### config.mk
export PLATFORM = sky130hd
export DESIGN_NAME = edge_detect_multi
export DESIGN_NICKNAME = d
export VERILOG_FILES = /design/src/rtl/edge_detect_multi.sv
export SDC_FILE = /design/constraint.sdc
export NUM_CORES = 1
export LEC_CHECK = 0
export BUFFER_PORTS_ARGS = -buffer_cell sky130_fd_sc_hd__buf_4
export CAP_MARGIN = 25
export CORE_ASPECT_RATIO = 1.4
export CORE_MARGIN = 2
export CORE_UTILIZATION = 55
export DETAILED_ROUTE_END_ITERATION = 10
export GPL_TIMING_DRIVEN = 0
export PLACE_DENSITY = 0.88
export REMOVE_ABC_BUFFERS = 1
export SETUP_SLACK_MARGIN = 0.05
export SLEW_MARGIN = 20
export SYNTH_ARGS = -nofsm -noshare
export SYNTH_HDL_FRONTEND = slang
export SYNTH_SLANG_ARGS = --single-unit
export TNS_END_PERCENT = 5
### constraint.sdc
create_clock -name clk -period 5.2 [get_ports clk]
set_input_delay 0.78 -clock clk [delete_from_list [all_inputs] [get_ports clk]]
set_output_delay 0.78 -clock clk [all_outputs]
set_load 0.005 [all_outputs]
### src/rtl/edge_detect_multi.sv
// Multi-channel edge detector: per-channel synchroniser and glitch filter feeding
// mode-selected edge pulses, sticky event flags and a saturating event counter.
module edge_detect_multi #(
    parameter int CHANNELS      = 4,
    parameter int SYNC_STAGES   = 2,
    parameter int FILTER_CYCLES = 3,
    parameter int CNT_W         = 8
) (
    input  logic                  clk,
    input  logic                  rst_n,
    input  logic [CHANNELS-1:0]   din,
    input  logic [2*CHANNELS-1:0] mode,
    input  logic [CHANNELS-1:0]   clr,
    input  logic                  count_clr,
    output logic [CHANNELS-1:0]   level,
    output logic [CHANNELS-1:0]   pulse,
    output logic                  any_pulse,
    output logic [CHANNELS-1:0]   sticky,
    output logic [CNT_W-1:0]      evt_count
);

    localparam int FCNT_W = (FILTER_CYCLES > 1) ? $clog2(FILTER_CYCLES) : 1;
    localparam int POP_W  = $clog2(CHANNELS + 1);
    localparam int SUM_W  = ((CNT_W > POP_W) ? CNT_W : POP_W) + 1;

    localparam logic [FCNT_W-1:0] FCNT_LAST = FCNT_W'(FILTER_CYCLES - 1);
    localparam logic [CNT_W-1:0]  CNT_MAX   = '1;

    function automatic logic [POP_W-1:0] popcount(input logic [CHANNELS-1:0] v);
        logic [POP_W-1:0] n;
        n = '0;
        for (int i = 0; i < CHANNELS; i++) begin
            n = n + POP_W'(v[i]);
        end
        return n;
    endfunction

    // Sum is formed one bit wider than either operand so the clamp never sees a wrap.
    function automatic logic [CNT_W-1:0] sat_add(input logic [CNT_W-1:0] a,
                                                 input logic [POP_W-1:0] b);
        logic [SUM_W-1:0] sum;
        logic [CNT_W-1:0] res;
        sum = SUM_W'(a) + SUM_W'(b);
        if (sum > SUM_W'(CNT_MAX)) begin
            res = CNT_MAX;
        end else begin
            res = sum[CNT_W-1:0];
        end
        return res;
    endfunction

    logic [CHANNELS-1:0] sync_p [SYNC_STAGES];
    logic [CHANNELS-1:0] s;
    logic [FCNT_W-1:0]   fcnt_q [CHANNELS];
    logic [FCNT_W-1:0]   fcnt_d [CHANNELS];
    logic [CHANNELS-1:0] level_d;
    logic [CHANNELS-1:0] pulse_d;
    logic [CHANNELS-1:0] sticky_d;
    logic [POP_W-1:0]    pop_d;
    logic [CNT_W-1:0]    count_d;

    // Synchroniser stage: SYNC_STAGES flops per channel.
    always_ff @(posedge clk or negedge rst_n) begin
        if (!rst_n) begin
            for (int k = 0; k < SYNC_STAGES; k++) begin
                sync_p[k] <= '0;
            end
        end else begin
            sync_p[0] <= din;
            for (int k = 1; k < SYNC_STAGES; k++) begin
                sync_p[k] <= sync_p[k-1];
            end
        end
    end

    assign s = sync_p[SYNC_STAGES-1];

    always_comb begin
        level_d = level;
        pulse_d = '0;
        for (int i = 0; i < CHANNELS; i++) begin
            fcnt_d[i] = '0;
            if (s[i] != level[i]) begin
                if (fcnt_q[i] == FCNT_LAST) begin
                    level_d[i] = s[i];
                    pulse_d[i] = s[i] ? mode[2*i] : mode[2*i+1];
                end else begin
                    fcnt_d[i] = fcnt_q[i] + FCNT_W'(1);
                end
            end
        end
    end

    // Filter / edge stage: level, pulse and the filter counters move together.
    always_ff @(posedge clk or negedge rst_n) begin
        if (!rst_n) begin
            level     <= '0;
            pulse     <= '0;
            any_pulse <= 1'b0;
            for (int i = 0; i < CHANNELS; i++) begin
                fcnt_q[i] <= '0;
            end
        end else begin
            level     <= level_d;
            pulse     <= pulse_d;
            any_pulse <= |pulse_d;
            for (int i = 0; i < CHANNELS; i++) begin
                fcnt_q[i] <= fcnt_d[i];
            end
        end
    end

    // Set is ORed in after the clear so a coincident pulse keeps the flag.
    assign sticky_d = (sticky & ~clr) | pulse_d;
    assign pop_d    = popcount(pulse_d);
    assign count_d  = count_clr ? sat_add(CNT_W'(0), pop_d) : sat_add(evt_count, pop_d);

    // Event stage: sticky flags and global counter, aligned with pulse.
    always_ff @(posedge clk or negedge rst_n) begin
        if (!rst_n) begin
            sticky    <= '0;
            evt_count <= '0;
        end else begin
            sticky    <= sticky_d;
            evt_count <= count_d;
        end
    end

endmodule

==> results of run 1 <==
## cells in the final DEF (no fill, tap or decap), drive strengths merged, types with 2 or more instances in the layout
cell type	count
a21oi	2
a2bb2oi	2
a311oi	2
and2	2
and3b	8
buf	39
clkbuf	8
dfrtp	37
fa	2
ha	6
inv	16
mux2	4
nand3	2
nor2	4
nor2b	5
nor3	4
nor3b	4
o2111ai	2
o211ai	4
o21ai	11
xnor2	5
## registers in the layout (all words and copies together) (netlist names)
register / flops
fcnt_q: 8
level: 4
evt_count: 8
sync_p: 4
pulse: 4
any_pulse: 1
sticky: 4
s: 4
## per-stage QoR
stage	instance area (sq um)	instances	hold slack (ps)	util, %
CTS	2030	216	349	71.3
detailed placement	1950	208	336	68.5
floorplan	1610	132	331	-
finish	2030	216	348	71.3
global placement	1950	208	332	68.5
global route	2030	216	364	71.3
## worst max path at each step
stage                        from           end  slack [ps]  cells past startpoint
after floorplan           mode[0]  evt_count[4]        1750                     11
after global placement    mode[0]  evt_count[4]        1400                     12
after detailed placement  mode[0]  evt_count[4]        1260                     12
after CTS                 mode[0]  evt_count[4]        1560                     12
after global routing      mode[0]  evt_count[4]        1230                     12
final                     mode[6]  evt_count[4]        1580                     12
## synth_stat cells
cell type  number
dfrtp_1        37
inv_1          16
o21ai_0        11
and3b_1         8
ha_1            6
nor2b_1         5
xnor2_1         5
mux2_2          4
nor2_1          4
nor3_1          4
nor3b_1         4
o211ai_1        4
a21oi_1         2
a2bb2oi_1       2
fa_1            2
nand3_1         2
o2111ai_1       2
a211o_1         1
a221oi_1        1
a311oi_1        1
a311oi_2        1
a31oi_1         1
a41oi_1         1
and2_1          1
and2_4          1
and2b_1         1
and3_1          1
buf_6           1
mux2i_1         1
nand2_1         1
nor4_1          1
o211a_1         1
## final cells by class
class	count	area, sq um	share of cell area, %
sequential	37	926	45.6
multi-input combinational	79	626	30.8
timing repair buffer	39	293	14.4
clock buffer	8	80.1	3.94
inverter	16	60.1	2.96
tap	37	46.3	2.28
## logic make-up (layout without fill, tap and decap cells)
kind of cell	Yosys count	after routing	share of synthesized area [%]
buffers and inverters	17	63	4.39
DFF	37	37	57.1
adders and majority gates	8	8	7.09
muxes	5	5	3.39
AOI/OAI and AO/OA	28	28	12.1
xor gates and xnor gates	5	5	2.70
and+or+nand+nor	33	33	13.3
## per-layer routing
layer / global-route usage, % / up-vias / wire length, um
li1: - / 560 / -
met1: 23.0 / 571 / 1240
met2: 38.8 / 34 / 1710
met3: 5.90 / 13 / 138
met4: 12.8 / 0 / 78
met5: 0 / - / 0
## where the power goes
part	leakage (nW)	internal, mW	switching [mW]
registers	0.477	0.350	0.0495
clock network	0.0395	0.0951	0.0926
logic	0.544	0.119	0.0796
## worst max-delay path, delay by kind of cell
| family | cells | cell delay, ps |
|---|---|---|
| fa+ha+maj | 4 | 1390 |
| buf+inv | 3 | 300 |
| compound gates | 3 | 800 |
| simple gates | 2 | 500 |
==> flow_metrics.env, run 1 <==
export IMPL_min_period_ps=3620
export IMPL_regToRegEndpoint="evt_count[4]"
export IMPL_seq_area_frac_synth_pct=57.1
export IMPL_worstMarginPinSlew_ps=439
export IMPL_arrival_ps=3800
export IMPL_outcome="finished, final reports clean"
export IMPL_ys_types=32
export IMPL_vias_per_cell=5.45
export IMPL_synthesis_area_sq_mm=0.00162
export IMPL_place_congestion=0.777
export IMPL_clk_pin_slew_ps=70
export IMPL_fin_skew_ps=3.43
export IMPL_start_kind="input port"
export IMPL_dp_slack_ps=1260
export IMPL_antenna_found_initial=0
export IMPL_grt_pass1_vias=1237
export IMPL_layout_drive_gt1_share_pct=27.9
export IMPL_post_cts_repair_setup_buffers=0
export IMPL_grt_max_degree=38
export IMPL_rr_startpoint="level[3]"
export IMPL_wl_um=3170
export IMPL_dieHeight_um=68.3
export IMPL_ios=40
export IMPL_drc_errors=0
export IMPL_cp_end_kind="flip-flop"
export IMPL_h_tree_depth=2
export IMPL_hold_viol=0
export IMPL_setup_viol=0
export IMPL_max_freq_mhz=276
export IMPL_clk_latency_ps=280
export IMPL_drv_slew=0
export IMPL_numPortBuffers=39
export IMPL_grt_pass1_wl_um=5380
export IMPL_dr_pass1_iters=4
export IMPL_row_count=23
export IMPL_syn_avg_cell_area_sq_um=12.2
export IMPL_grt_overflow=0
export IMPL_ys_warn_count=0
export IMPL_drtIter0Drc=27
export IMPL_worst_slack_ps=1580
export IMPL_diodes=0
export IMPL_dieArea_sq_mm=0.00341
export IMPL_synth_top_cell_area_share_pct=57.1
export IMPL_reg2regPathDepth=11
export IMPL_vias=1178
export IMPL_min_from="sync_p[7]"
export IMPL_ant_nets=0
export IMPL_required_ps=5380
export IMPL_rsz0062_at_grt="no"
export IMPL_maxCapViolCount=0
export IMPL_cts_resized=0
export IMPL_cts_buffer_depth=2
export IMPL_dp_hpwl_um=2430
export IMPL_cts_root_buf="clkbuf_8"
export IMPL_post_route_period_util_pct=69.6
export IMPL_worstHoldEndpoint="s[3]"
export IMPL_wl_per_cell_um=14.7
export IMPL_max_slew_margin_pct=70.5
export IMPL_nets=205
export IMPL_path_cells="buf_4 > and3b_1 > o21ai_0 > inv_1 > fa_1 > ha_1 > ha_1 > inv_1 > fa_1 > and2b_1 > o21ai_0 > a221oi_1"
export IMPL_start_util_pct=57.0
export IMPL_cts_tree="built"
export IMPL_powerDensity_mw_per_mm2=387
export IMPL_syn2layout_area_growth_pct=25.1
export IMPL_slowest_stage="fa_1"
export IMPL_track_usage_pct=21.7
export IMPL_final_fill_count=210
export IMPL_slowest_delay_ps=450
export IMPL_synth_area_top_cells="dfrtp_1 (57%), ha_1 (4.6%), and3b_1 (4.3%), inv_1 (3.7%), o21ai_0 (3.4%)"
export IMPL_die_width_um=49.9
export IMPL_cts_sinks=37
export IMPL_crit_type="in2reg"
export IMPL_peakVddDrop_mv=0.236
export IMPL_core_sq_mm=0.00285
export IMPL_cts_hold_buf=0
export IMPL_cts_inserted_buffers=5
export IMPL_hold_path_class="reg2reg"
export IMPL_worstPathMaxFanout=6
export IMPL_hold_depth=0
export IMPL_power_mw=0.786
export IMPL_setup_tns_ps=0
export IMPL_synth_cells=133
export IMPL_regToRegSetupSlack_ps=1730
export IMPL_leakagePower_nw=1.06
export IMPL_synth_top_area_cell="dfrtp_1"
export IMPL_ys_ff_latch=37
Power figures use the tool's default switching activity.
==> inputs of run 2 (changes only) <==
--- a/config.mk
+++ b/config.mk
@@ -9,10 +9,10 @@
 export CAP_MARGIN = 25
 export CORE_ASPECT_RATIO = 1.4
 export CORE_MARGIN = 2
-export CORE_UTILIZATION = 55
+export CORE_UTILIZATION = 52
 export DETAILED_ROUTE_END_ITERATION = 10
 export GPL_TIMING_DRIVEN = 0
-export PLACE_DENSITY = 0.88
+export PLACE_DENSITY = 0.84
 export REMOVE_ABC_BUFFERS = 1
 export SETUP_SLACK_MARGIN = 0.05
 export SLEW_MARGIN = 20
==> constraint.sdc (replaced) <==
create_clock -name clk -period 3.7 [get_ports clk]
set_input_delay 0.555 -clock clk [delete_from_list [all_inputs] [get_ports clk]]
set_output_delay 0.555 -clock clk [all_outputs]
set_load 0.005 [all_outputs]
==> run 2 against run 1 <==
Net effect: sequential share of layout area decreased by 0.85 points; total power is 52% higher; highest routed layer unchanged; design area grew 1.9%; clock power increased by 87%; utilization down 3.0 points; combinational power is 40% higher; final cell count grew 0.93%; critical path type is now reg2reg; sequential cell count unchanged; first-iteration DRC count decreased by 44%; wire length decreased by 1.9%; critical path depth decreased by 1; worst setup slack worse by 1300 ps.
==> flow_metrics.env, run 2 (synthesis results as in run 1) <==
export IMPL_outcome="finished, final reports clean"
export IMPL_ios=40
export IMPL_nets=205
export IMPL_hold_viol=0
export IMPL_reg_top3="evt_count x8, fcnt_q x8"
export IMPL_rr_startpoint="level[0]"
export IMPL_vias_per_cell=5.38
export IMPL_clk_latency_ps=290
export IMPL_wl_per_cell_um=14.3
export IMPL_max_slew_margin_pct=70.0
export IMPL_maxCapViolCount=0
export IMPL_arrival_ps=3600
export IMPL_cts_hold_buf=0
export IMPL_dp_hpwl_um=2350
export IMPL_drc_errors=0
export IMPL_final_fill_count=235
export IMPL_power_mw=1.19
export IMPL_layout_drive_gt1_share_pct=29.1
export IMPL_grt_pass1_vias=1201
export IMPL_cts_buffer_depth=2
export IMPL_min_period_ps=3420
export IMPL_start_util_pct=53.5
export IMPL_cts_sinks=37
export IMPL_ant_nets=0
export IMPL_die_width_um=51.2
export IMPL_setup_viol=0
export IMPL_diodes=0
export IMPL_regToRegEndpoint="evt_count[4]"
export IMPL_required_ps=3880
export IMPL_max_freq_mhz=292
export IMPL_p_switching_mw=0.312
export IMPL_grt_pass1_wl_um=5290
export IMPL_drtIter0Drc=15
export IMPL_start_kind="flip-flop"
export IMPL_dieHeight_um=70.1
export IMPL_dieArea_sq_mm=0.00359
export IMPL_h_tree_depth=2
export IMPL_regToRegSetupSlack_ps=280
export IMPL_row_count=24
export IMPL_layout_common_cells="buf_4 (39), dfrtp_1 (37), inv_1 (16), o21ai_0 (10), and3b_1 (8)"
export IMPL_sequentialPowerShare_pct=47.1
export IMPL_peakVddDrop_mv=0.352
export IMPL_grt_overflow=0
export IMPL_fin_skew_ps=4.81
export IMPL_worstPathMaxFanout=6
export IMPL_grt_max_degree=38
export IMPL_crit_type="reg2reg"
export IMPL_powerDensity_mw_per_mm2=575
export IMPL_reg2regPathDepth=11
export IMPL_internal_power_mw=0.879
export IMPL_numPortBuffers=39
export IMPL_vias=1172
export IMPL_cts_tree="built"
export IMPL_utilization_pct=68.2
export IMPL_syn2layout_area_growth_pct=27.5
export IMPL_antenna_found_initial=0
export IMPL_p_comb_share_pct=23.3
export IMPL_clk_pin_slew_ps=70
export IMPL_track_usage_pct=20.1
export IMPL_final_common_cell="buf_4"
export IMPL_power_share_clock_pct=29.6
export IMPL_setup_tns_ps=0
export IMPL_place_congestion=0.751
export IMPL_drv_slew=0
export IMPL_leakagePower_nw=1.08
export IMPL_rsz0062_at_grt="no"
export IMPL_switching_share_pct=26.2
export IMPL_dr_pass1_iters=4
export IMPL_hold_path_class="in2async"
export IMPL_core_sq_mm=0.00303
export IMPL_wl_um=3110
export IMPL_worstMarginPinSlew_ps=451
export IMPL_post_route_period_util_pct=92.5
export IMPL_cts_inserted_buffers=5
export IMPL_cts_root_buf="clkbuf_8"
export IMPL_cp_end_kind="flip-flop"
run 2: critical path: stages (launching register included):
cell and delay, ps:
dfrtp_1 420, and3b_1 200, o21ai_0 290, inv_1 140, fa_1 500, ha_1 200
ha_1 310, inv_1 70, fa_1 440, and2b_1 320, o21ai_0 120, a221oi_1 310
run 2: power by group through the flow:
stage / sequential (mW) / clock (mW) / combinational [mW]
floorplan: 0.559 / 0 / 0.152
global placement: 0.560 / 0 / 0.265
detailed placement: 0.569 / 0 / 0.278
CTS: 0.561 / 0.357 / 0.283
global route: 0.574 / 0.377 / 0.308
finish: 0.561 / 0.352 / 0.277
run 2: how the worst max path moves through the flow:
stage	startpoint	endpoint	slack [ps]
floorplan	mode[0]	evt_count[4]	470
global placement	mode[0]	evt_count[4]	140
detailed placement	mode[2]	evt_count[4]	70
CTS	level[1]	evt_count[4]	290
global route	level[0]	evt_count[4]	60
finish	level[0]	evt_count[4]	280
run 2: per-layer routing:
| layer | track usage [%] | wire length [um] | up-vias |
|---|---|---|---|
| li1 | - | - | 558 |
| met1 | 21.5 | 1140 | 575 |
| met3 | 6.41 | 172 | 7 |
| met2 | 35.1 | 1740 | 32 |
| met5 | 0 | 0 | - |
| met4 | 9.06 | 57 | 0 |
run 2: what timing repair did:
| item | in CTS | in global routing |
|---|---|---|
| setup endpoints to repair | 0 | 1 |
| setup buffers | 0 | 0 |
| gates resized for setup | 0 | 1 |
| endpoints found under the hold margin | 0 | 0 |
run 2: final cells by class:
cell class / count / area [sq um] / share of cell area (%)
flip-flops and latches: 37 / 926 / 44.7
multi-input cells: 79 / 626 / 30.2
repair buffers: 39 / 293 / 14.1
clock buffers: 7 / 86.3 / 4.17
inverters: 16 / 60.1 / 2.90
well taps: 39 / 48.8 / 2.36
clock inverters: 1 / 30.0 / 1.45
run 2: stage by stage:
stage	setup slack, ps	area (sq um)	hold slack, ps	std cells
2_1_floorplan	475	1610	259	132
3_3_place_gp	139	1950	333	210
3_5_place_dp	66.4	1950	339	210
4_1_cts	285	2070	223	218
5_1_grt	63.9	2070	249	218
6_report	279	2070	209	218
==> inputs of run 3 (changes only) <==
--- a/config.mk
+++ b/config.mk
@@ -5,6 +5,7 @@
 export SDC_FILE = /design/constraint.sdc
 export NUM_CORES = 1
 export LEC_CHECK = 0
+export ABC_AREA = 1
 export BUFFER_PORTS_ARGS = -buffer_cell sky130_fd_sc_hd__buf_4
 export CAP_MARGIN = 25
 export CORE_ASPECT_RATIO = 1.4
==> run 3 against run 2 <==
Net effect: area after synthesis up 0.46%; wire length down 8.3%; design area up 0.91%; final cell count up 18%; combinational power down 9.0%; first-iteration DRC count rose to 2.8 times the previous value; register-to-register slack better by 270 ps; non-clock buffer count unchanged; critical path depth up 1; die area up 0.42%; critical endpoint is now evt_count[1]; highest routed layer unchanged.
==> flow_metrics.env, run 3 <==
export IMPL_synth_mux_area_share_pct=0
export IMPL_h_tree_depth=2
export IMPL_grt_pass1_wl_um=5260
export IMPL_maxCapViolCount=0
export IMPL_m1WireLength_um=1120
export IMPL_numPortBuffers=39
export IMPL_die_width_um=51.3
export IMPL_antenna_found_initial=0
export IMPL_arrival_ps=3350
export IMPL_hold_viol=0
export IMPL_layout_common_cells="nand2_1 (46), buf_4 (39), dfrtp_1 (37), inv_1 (28), nor2_1 (12)"
export IMPL_vias=1247
export IMPL_syn_avg_cell_area_sq_um=9.48
export IMPL_ant_nets=0
export IMPL_dp_hpwl_um=2180
export IMPL_start_kind="flip-flop"
export IMPL_clk_pin_slew_ps=70
export IMPL_max_freq_mhz=318
export IMPL_rsz0062_at_grt="no"
export IMPL_synth_area_top_cells="dfrtp_1 (57%), nand2_1 (11%), inv_1 (6.4%), ha_1 (4.6%), nor2_1 (2.8%)"
export IMPL_synth_top_family_by_area="simple AND/OR/NAND/NOR gates"
export IMPL_worstMarginPinSlew_ps=445
export IMPL_post_cts_repair_setup_buffers=0
export IMPL_yosys_area_share_simple_pct=21.0
export IMPL_cts_inserted_buffers=5
export IMPL_post_route_period_util_pct=85.1
export IMPL_max_slew_margin_pct=70.3
export IMPL_required_ps=3900
export IMPL_core_sq_mm=0.00306
export IMPL_clk_latency_ps=290
export IMPL_seq_area_frac_synth_pct=56.8
export IMPL_cts_tree="built"
export IMPL_drtIter0Drc=42
export IMPL_cts_hold_buf=0
export IMPL_setup_viol=0
export IMPL_grt_max_degree=38
export IMPL_final_common_cell="nand2_1"
export IMPL_row_count=24
export IMPL_dr_pass1_iters=4
export IMPL_netlist_top_cells_count="nand2_1 (46), dfrtp_1 (37), inv_1 (28)"
export IMPL_ys_ff_latch=37
export IMPL_ys_warn_count=0
export IMPL_synth_top_area_cell="dfrtp_1"
export IMPL_whs_ps=210
export IMPL_syn2layout_area_growth_pct=28.1
export IMPL_crit_type="reg2reg"
export IMPL_synth_cells=172
export IMPL_synth_compound_area_share_pct=5.76
export IMPL_synthAdderAreaFrac_pct=7.06
export IMPL_wl_um=2850
export IMPL_grt_overflow=0
export IMPL_synth_xor_area_share_pct=2.69
export IMPL_grt_pass1_vias=1280
export IMPL_dieHeight_um=70.3
export IMPL_final_area_sq_mm=0.00209
export IMPL_reg_top3="evt_count x8, fcnt_q x8"
export IMPL_layout_drive_gt1_share_pct=23.7
export IMPL_powerDensity_mw_per_mm2=548
export IMPL_wl_per_cell_um=11.1
export IMPL_vias_per_cell=4.83
export IMPL_yosysMostFrequentCell="nand2_1"
export IMPL_min_period_ps=3150
export IMPL_outcome="finished, final reports clean"
export IMPL_synth_top_cell_area_share_pct=56.8
export IMPL_setup_tns_ps=0
export IMPL_wl_met2_um=1540
export IMPL_diodes=0
export IMPL_start_util_pct=53.2
export IMPL_cts_sinks=37
export IMPL_cts_root_buf="clkbuf_8"
export IMPL_cts_buffer_depth=2
export IMPL_ys_types=21
export IMPL_synth_edff_count=0
export IMPL_topRoutingLayerUsed="met4"
export IMPL_hold_path_class="in2async"
export IMPL_cts_resized=0
export IMPL_drv_slew=0
export IMPL_peakVddDrop_mv=0.494
export IMPL_dieArea_sq_mm=0.00361
export IMPL_fin_skew_ps=6.44
export IMPL_cp_end_kind="flip-flop"
export IMPL_drc_errors=0
export IMPL_place_congestion=0.818
export IMPL_placed_cell_area_sq_mm=0.00197
export IMPL_met3_wirelength_um=143
export IMPL_ios=40
export IMPL_async_reset_ff_share_pct=100
export IMPL_ys_flop_type="dfrtp_1"
export IMPL_leakagePower_nw=1.13
export IMPL_synthesis_area_sq_mm=0.00163
export IMPL_worstPathMaxFanout=7
export IMPL_track_usage_pct=19.7
export IMPL_nets=245
## run 3: final timing paths
kind / start / to / slack [ps] / depth (start not counted)
worst min-delay path: rst_n / fcnt_q[6] / 210 / 1
min in group clk: sync_p[4] / s[0] / 350 / 0
worst max-delay path: level[0] / evt_count[1] / 550 / 12
worst min register to register: sync_p[4] / s[0] / 350 / 0
worst max register to register: level[0] / evt_count[1] / 550 / 12
max in group asynchronous: rst_n / evt_count[3] / 3170 / 1
## run 3: stage by stage
| stage | utilization [%] | setup WS (ps) | std cells | power, mW |
|---|---|---|---|---|
| final | 68.2 | 551 | 258 | 1.14 |
| after global routing | 68.2 | 254 | 258 | 1.23 |
| after CTS | 68.2 | 510 | 258 | 1.16 |
| after detailed placement | 64.4 | 482 | 250 | 0.803 |
| after global placement | 64.4 | 528 | 250 | 0.787 |
| after floorplan | - | 843 | 172 | 0.678 |
## run 3: cells by family after synthesis
logic type / count (synthesis)
simple gates: 77
flops: 37
xor+xnor: 5
fa+ha+maj: 8
buf+inv: 29
compound gates: 16
## run 3: power by group
group | internal [mW] | switching [mW]
clock | 0.220 | 0.132
sequential | 0.487 | 0.0539
combinational | 0.128 | 0.124
## run 3: critical path, stage by stage (launching register included)
cell and delay [ps]:
dfrtp_1 400, xnor2_1 250, nor2_1 70, nand2_1 110, inv_1 90, fa_1 480
ha_1 200, ha_1 320, inv_1 70, fa_1 500, o21ai_4 250, nand3_4 150
a31oi_1 180
## run 3: layer usage
layer	GRT usage, %	vias to the layer above
met5	0	-
met2	34.2	31
met4	9.36	0
li1	-	624
met1	21.3	586
met3	5.77	6
## run 3: area by class of cell
class                   count  area, sq um
repair buffers             39          293
clock buffers               7         86.3
well taps                  39         48.8
fillers                   253          975
multi-input cells         106          596
inverters                  29          109
clock inverters             1         30.0
flip-flops and latches     37          926
